$ cat src/rtl/vga_pkg.sv
// Shared 640x480@60 timing constants and DAC control types for the video pipeline.
package vga_pkg;

    localparam int VGA_CW   = 10;

    localparam int H_ACTIVE = 640;
    localparam int H_FP     = 16;
    localparam int H_SYNC   = 96;
    localparam int H_BP     = 48;
    localparam int H_TOTAL  = H_ACTIVE + H_FP + H_SYNC + H_BP;

    localparam int V_ACTIVE = 480;
    localparam int V_FP     = 10;
    localparam int V_SYNC   = 2;
    localparam int V_BP     = 33;
    localparam int V_TOTAL  = V_ACTIVE + V_FP + V_SYNC + V_BP;

    typedef logic [VGA_CW-1:0] coord_t;

    // Field order is the bit order carried through the DAC delay line.
    typedef struct packed {
        logic hs_n;
        logic vs_n;
        logic blank_n;
    } dac_ctrl_t;

    localparam dac_ctrl_t DAC_IDLE = '{hs_n: 1'b1, vs_n: 1'b1, blank_n: 1'b0};

    function automatic logic in_window(input coord_t pos, input coord_t lo, input coord_t hi);
        return (pos >= lo) && (pos < hi);
    endfunction

endpackage

$ cat src/rtl/vga_timing_delay_line.sv
// Clock-enabled shift register with synchronous reset of every stage to a fixed value.
module delay_line
#(
    parameter int               WIDTH     = 3,
    parameter int               DEPTH     = 1,
    parameter logic [WIDTH-1:0] RESET_VAL = '0
)
(
    input  logic             clk,
    input  logic             reset,
    input  logic             ce_i,
    input  logic [WIDTH-1:0] d_i,
    output logic [WIDTH-1:0] q_o
);

    logic [WIDTH-1:0] stage_q [DEPTH];

    // NOTE: every stage is reset, not just the last, so no stale sync pulse can leak out after reset.
    always_ff @(posedge clk) begin
        if (reset) begin
            for (int i = 0; i < DEPTH; i++) begin
                stage_q[i] <= RESET_VAL;
            end
        end else if (ce_i) begin
            // NOTE: non-blocking assignments make each stage take its neighbour's old value.
            stage_q[0] <= d_i;
            for (int i = 1; i < DEPTH; i++) begin
                stage_q[i] <= stage_q[i-1];
            end
        end
    end

    assign q_o = stage_q[DEPTH-1];

endmodule

$ cat src/rtl/vga_timing.sv
// Raster counters, active/vblank decode and PIPE_DLY-aligned VGA DAC control signals.
module vga_timing
    import vga_pkg::*;
#(
    parameter int H_ACTIVE = vga_pkg::H_ACTIVE,
    parameter int H_FP     = vga_pkg::H_FP,
    parameter int H_SYNC   = vga_pkg::H_SYNC,
    parameter int H_BP     = vga_pkg::H_BP,
    parameter int V_ACTIVE = vga_pkg::V_ACTIVE,
    parameter int V_FP     = vga_pkg::V_FP,
    parameter int V_SYNC   = vga_pkg::V_SYNC,
    parameter int V_BP     = vga_pkg::V_BP,
    parameter int PIPE_DLY = 1
)
(
    input  logic              clk,
    input  logic              reset,
    input  logic              ce,
    output logic [VGA_CW-1:0] x,
    output logic [VGA_CW-1:0] y,
    output logic              active,
    output logic              vblank,
    output logic              frame_start,
    output logic              vga_hs,
    output logic              vga_vs,
    output logic              vga_blank,
    output logic              vga_sync
);

    localparam int LINE_LEN    = H_ACTIVE + H_FP + H_SYNC + H_BP;
    localparam int FRAME_LINES = V_ACTIVE + V_FP + V_SYNC + V_BP;

    localparam coord_t X_LAST     = coord_t'(LINE_LEN - 1);
    localparam coord_t Y_LAST     = coord_t'(FRAME_LINES - 1);
    localparam coord_t X_ACT_END  = coord_t'(H_ACTIVE);
    localparam coord_t Y_ACT_END  = coord_t'(V_ACTIVE);
    localparam coord_t HS_START   = coord_t'(H_ACTIVE + H_FP);
    localparam coord_t HS_END     = coord_t'(H_ACTIVE + H_FP + H_SYNC);
    localparam coord_t VS_START   = coord_t'(V_ACTIVE + V_FP);
    localparam coord_t VS_END     = coord_t'(V_ACTIVE + V_FP + V_SYNC);

    coord_t    x_q, x_d;
    coord_t    y_q, y_d;
    dac_ctrl_t dac_raw;
    dac_ctrl_t dac_dly;

    // NOTE: next-state defaults to the current state so no path infers a latch.
    always_comb begin
        x_d = x_q;
        y_d = y_q;
        if (ce) begin
            if (x_q == X_LAST) begin
                x_d = '0;
                y_d = (y_q == Y_LAST) ? '0 : y_q + 1'b1;
            end else begin
                x_d = x_q + 1'b1;
            end
        end
    end

    always_ff @(posedge clk) begin
        if (reset) begin
            x_q <= '0;
            y_q <= '0;
        end else begin
            x_q <= x_d;
            y_q <= y_d;
        end
    end

    always_comb begin
        dac_raw.hs_n    = !in_window(x_q, HS_START, HS_END);
        dac_raw.vs_n    = !in_window(y_q, VS_START, VS_END);
        dac_raw.blank_n = active;
    end

    // Delay matches the mixer's registered palette output so sync and pixels stay aligned.
    delay_line #(
        .WIDTH     ($bits(dac_ctrl_t)),
        .DEPTH     (PIPE_DLY),
        .RESET_VAL (DAC_IDLE)
    ) u_dac_dly (
        .clk   (clk),
        .reset (reset),
        .ce_i  (ce),
        .d_i   (dac_raw),
        .q_o   (dac_dly)
    );

    assign x           = x_q;
    assign y           = y_q;
    assign active      = (x_q < X_ACT_END) && (y_q < Y_ACT_END);
    assign vblank      = (y_q >= Y_ACT_END);
    assign frame_start = ce && (x_q == '0) && (y_q == '0);
    assign vga_hs      = dac_dly.hs_n;
    assign vga_vs      = dac_dly.vs_n;
    assign vga_blank   = dac_dly.blank_n;
    assign vga_sync    = 1'b0;

endmodule

$ cat config.mk
export PLATFORM = sky130hd
export DESIGN_NAME = vga_timing
export DESIGN_NICKNAME = d
export VERILOG_FILES = /design/src/rtl/vga_pkg.sv /design/src/rtl/vga_timing_delay_line.sv /design/src/rtl/vga_timing.sv
export SDC_FILE = /design/constraint.sdc
export NUM_CORES = 1
export LEC_CHECK = 0
export CAP_MARGIN = 20
export CORE_MARGIN = 2
export CORE_UTILIZATION = 51
export CTS_BUF_LIST = sky130_fd_sc_hd__clkbuf_4 sky130_fd_sc_hd__clkbuf_8
export DETAILED_ROUTE_END_ITERATION = 6
export GPL_TIMING_DRIVEN = 1
export PLACE_DENSITY = 0.8
export SLEW_MARGIN = 20
export SYNTH_ARGS = -nofsm -noshare
export SYNTH_HDL_FRONTEND = slang
export SYNTH_SLANG_ARGS = --single-unit
export TNS_END_PERCENT = 50
$ cat constraint.sdc
create_clock -name clk -period 1.9 [get_ports clk]
set_input_delay 0.38 -clock clk [delete_from_list [all_inputs] [get_ports clk]]
set_output_delay 0.38 -clock clk [all_outputs]
set_load 0.02 [all_outputs]
; ---- After elaboration in Yosys (flattened, before gate mapping)
; Memory sizes are Yosys's and may differ from the RTL's.
; Cells that the tools add are included.
[word_totals]
elab_cells = 34
ff_bits = 20
out_inout_bits = 27
mem_count = 1
input_bits = 3
mem_bits_rw = 3
latch_bits = 0
rom_bits = 0
[op_classes]
n_mul = 0
order_cmp = 7
add_sub_neg = 2
n_eq_ne = 2
n_bitwise = 0
shift = 0
n_reduce_logical = 11
div = 0
mux = 9
[memory_table]
columns = name, depth, width, rd, rd_ports_with_merged_regs, wr, line_no
row1 = u_dac_dly.stage_q, 1, 3, 1, 0, 1, vga_timing_delay_line.sv:16  ; logic [WIDTH-1:0] stage_q [DEPTH];
[op_table]
columns = operator, n
row1 = $add A10 B1 Y10 const B, 2
row2 = $eq A10 B10 Y1 const B, 2
row3 = $ge A10 B9 Y1 const B, 2
row4 = $logic_not A10 Y1, 2
row5 = $lt A10 B10 Y1 const B, 2
row6 = $lt A10 B9 Y1 const B, 2
row7 = $mux W10, 2
row8 = $ge A10 B10 Y1 const B, 1
row9 = $mux W1, 6
row10 = $logic_and A1 B1 Y1, 5
row11 = $mux W3, 1
row12 = $reduce_or A3 Y1, 1
row13 = $logic_not A1 Y1, 2
row14 = $reduce_and A2 Y1, 1

; ---- Longest topological paths before layout
[logic_depth]
ltp_word = 5
depth_mapped = 6
depth_no_buf = 6

; ---- Hierarchy
; A second synthesis with hierarchy kept.
[unflattened]
hier_cells = 139
hier_area_um2 = 1265.0
[modules_own_cells]
columns = module, seq_area_each_um2, n_inst, cells_each, area_per_inst_um2
row1 = vga_timing, 400.4, 1, 132, 1141.1
row2 = delay_line, 90.1, 1, 7, 123.9

; ---- Worst setup path before layout
; No wires, ideal clock.
[synth_timing]
path_type = register -> register
start = reg x_q[1] (netlist: x[1])
end = reg y_q[7] (netlist: y[7])
setup_time_ns = 0.071
path_buffers = 1
setup_slack_ns = 0.024
stages_incl_launch_ff = 7
t_required_ns = 1.829
arrival_time_ns = 1.805
period_less_slack_ns = 1.876
path_cell_list = dfxtp_1 ha_1 and4_1 nand3_2 buf_6 or4_1 a21oi_1
[synth_via]
elab_chain_len = 2
[synth_lines]
columns = item, line_no
row1 = start: declaration, vga_timing.sv:42  ; coord_t x_q, x_d;
row2 = start signal: assignment, vga_timing.sv:63  ; x_q <= '0;
row3 = start signal: assignment, vga_timing.sv:66  ; x_q <= x_d;
row4 = $eq A10 B10 Y1, vga_timing.sv:52  ; if (x_q == X_LAST) begin
row5 = $reduce_and A2 Y1 (no source line), n/a
row6 = end signal: assignment, vga_timing.sv:67  ; y_q <= y_d;
row7 = end: declaration, vga_timing.sv:43  ; coord_t y_q, y_d;
; No other way between the ends.
; A chain may end at the register's enable or synchronous reset.

; ---- Worst setup path in the final report
[layout_timing]
start = reg x_q[0] (netlist: x[0])
end = out frame_start
[layout_via]
elab_chain_len = 3
[layout_lines]
columns = item, line_no
row1 = $logic_not A10 Y1, vga_timing.sv:94  ; assign frame_start = ce && (x_q == '0) && (y_q == '0);
row2 = $logic_and A1 B1 Y1 (2 in a row), vga_timing.sv:94
row3 = end: declaration, vga_timing.sv:23  ; output logic frame_start,
; No other way between the ends.

==> summary.md <==
| Metric | Value |
|---|---|
| Final WS setup | -23.2 ps |
| Synthesized flop and latch total | 23 |
| DP Area | roughly 1800 sq um |
| Pins over their slew limit | 0 |
| Fin area | 1890 sq um |
| Status | finished, violations left |
| Largest net degree at the start of global routing | 15 |
| WP data required | between 1500 and 2000 ps |
| Clock skew | roughly 5.4 ps |
| Post-Syn Nets | approximately 160 |
| Hold slack | about 530 ps |
| Most frequent cell after synthesis | dfxtp_1 |
| Antenna violations before repair | 0 |
| I/O Buffers | 28 |
| Vias per Instance | 5.85 |
| Mean post-synth cell area | approximately 8.4 sq um |
| Fin crit share | 1.01 |
| GP Congestion | 0.882 |
| Post-synth cell types | 38 |
| VDD IR max | approximately 470 uV |
| Num CTS Buffers | 3 |
| Hold Fails Final Rpt | 0 |
| Routed Antenna Nets | 0 |
| Yosys Warn Count | 0 |
| Clock root buffer | clkbuf_4 |
| Rows | 18 |
| Number of enable flip-flop cells after synthesis | 3 |
| Drt total wl | around 3900 um |
| Setup crit start kind | flop |
| Async SR Flop Fraction | 0 |
| CP Capture Type | output pin |
| Area contributors post-synth | dfxtp_1, edfxtp_1, a21oi_1 |
| Final nets | 220 |
| Via Count | 1,410 |
| Critical path arrival | between 1500 and 2000 ps |
| # Max-Cap Violations | 0 |
| Yosys top cell by area | dfxtp_1 |
| CTS Hold Buffers Added | 0 |
| Mapped cell area | between 1000 and 1500 sq um |
| Total GRT Usage | 0.292 |
| Static leakage | ~0.79 nW |
| Sink Count | 23 |
| Initial drt markers | 56 |
| DIE HEIGHT | 54.0 um |
| Number of diodes | 0 |
| Die ar. | slightly below 3000 sq um |
| DP Cell Count | around 230 |
| Initial core utilization | 0.529 |
| GRT overflow | 0 |
| First-pass GRT wire length | about 6100 um |
| Main synth FF type | dfxtp_1 |
| Worst hold path class | reg -> reg |
| Worst-path clk slew | around 130 ps |
| RSZ-0062 raised after global routing | true |
| Fmax achieved | ~520 MHz |
| DR WL/cell | 16.2 um |
| Clock Latency Late Sink | about 330 ps |
| Mapped Cells | about 150 |
| Clock buffer depth | 2 |
| Violated checks | setup timing |
| Sequential area share after synthesis | 0.385 |
| Fin crit period | 1920 ps |
| Area growth from synthesis to layout | 48.5% |
| Setup CP Type | reg -> out |
| Synth cell count leaders | dfxtp_1, a21oi_1, nor2_1 |
| PwrDens | approximately 450 nW/um^2 |
| Die width | between 50 and 60 um |
| Worst Path Max Fanout | 2 |
| Vias in the first global route | 1,326 |
| Final setup fails | 1 |
| Pre-Repair DR Iteration Count | 4 |
| Core ar. | around 2400 sq um |
| Non-Filler Instances | 241 |
| Share of layout cells above drive strength 1 | 0.299 |
| Post-DP HPWL | 2720 um |
| Yosys top cell area share | 0.314 |
| TritonCTS clock tree | yes |
| Number of remaining DRC errors | 0 |
| I/O Pins | 30 |
| Htree depth | 1 |
| Pre-CTS WS | -186 ps |
[cell families (layout without fill, tap and decap cells)]
family,after synthesis,count (layout),share of synthesized area
other,1,1,0.00294
buffers and inverters,13,73,0.0570
flip-flops,23,23,0.385
AND/OR/NAND/NOR,77,77,0.341
XOR/XNOR,9,9,0.0619
adder cells (fa/ha/maj),5,5,0.0491
AO/OA/AOI/OAI,23,23,0.103
[placed cells by master (no fill, tap or decap), drive strengths merged, types with 5 or more instances in the layout]
cell           instances
dfxtp                 20
ha                     5
nand3                 11
inv                    5
buf                   39
nor3                   9
nand2                 10
a21oi                 13
xnor2                  5
nor2                  14
clkdlybuf4s50         21
nand4                  9
or4                    5
[layer usage]
layer	GRT usage	vias to the layer above	wire, um
met5	0	-	0
met2	0.514	67	2030
met1	0.359	667	1530
met3	0.0333	7	269
met4	0.117	0	68
li1	-	669	-
[critical path: stages (launching register included)]
cell and delay [ps]:
dfxtp_1 340, inv_1 90, ha_1 160, nor4b_2 230
nand4_1 140, nor2_1 110, buf_4 150
[layout make-up]
| type | instances | area [sq um] |
|---|---|---|
| multi-input cells | 115 | 757 |
| repair buffers | 64 | 548 |
| fillers | 162 | 518 |
| flip-flops and latches | 23 | 500 |
| well taps | 30 | 37.5 |
| clock buffers | 4 | 30.0 |
| inverters | 5 | 18.8 |
[through the flow]
| step | total power, mW | utilization | setup TNS, ps |
|---|---|---|---|
| final | 0.860 | 0.785 | -23.2 |
| after global routing | 0.888 | 0.785 | -162 |
| after CTS | 0.846 | 0.766 | -2.11 |
| after detailed placement | 0.615 | 0.741 | -555 |
| after global placement | 0.613 | 0.741 | -347 |
| after floorplan | 0.567 | - | 0 |
[power breakdown]
part | internal, mW | switching, mW
combinational | 0.0469 | 0.0536
sequential | 0.498 | 0.00669
clock | 0.0968 | 0.158
[sequential cells by signal, summed over array words and instances (netlist names)]
register,count
u_dac_dly.stage_q,3
x,10
y,10
[worst paths after layout]
check	start	endpoint	slack, ps	depth (start not counted)
min reg2reg	y[6]	y[6]	530	2
max	x[0]	frame_start	-20	6
max reg2reg	x[0]	y[8]	60	6
min	y[6]	y[6]	530	2
[timing repair]
| action | 4_1_cts | 5_1_grt |
|---|---|---|
| setup buffers | 3 | 0 |
| endpoints found under the setup margin | 5 | 7 |
| pin swaps | 1 | 2 |
| resized for setup | 22 | 12 |
| endpoints found under the hold margin | 0 | 0 |
| gates cloned | 0 | 0 |
Note: power is estimated with default switching activity, not from simulation.
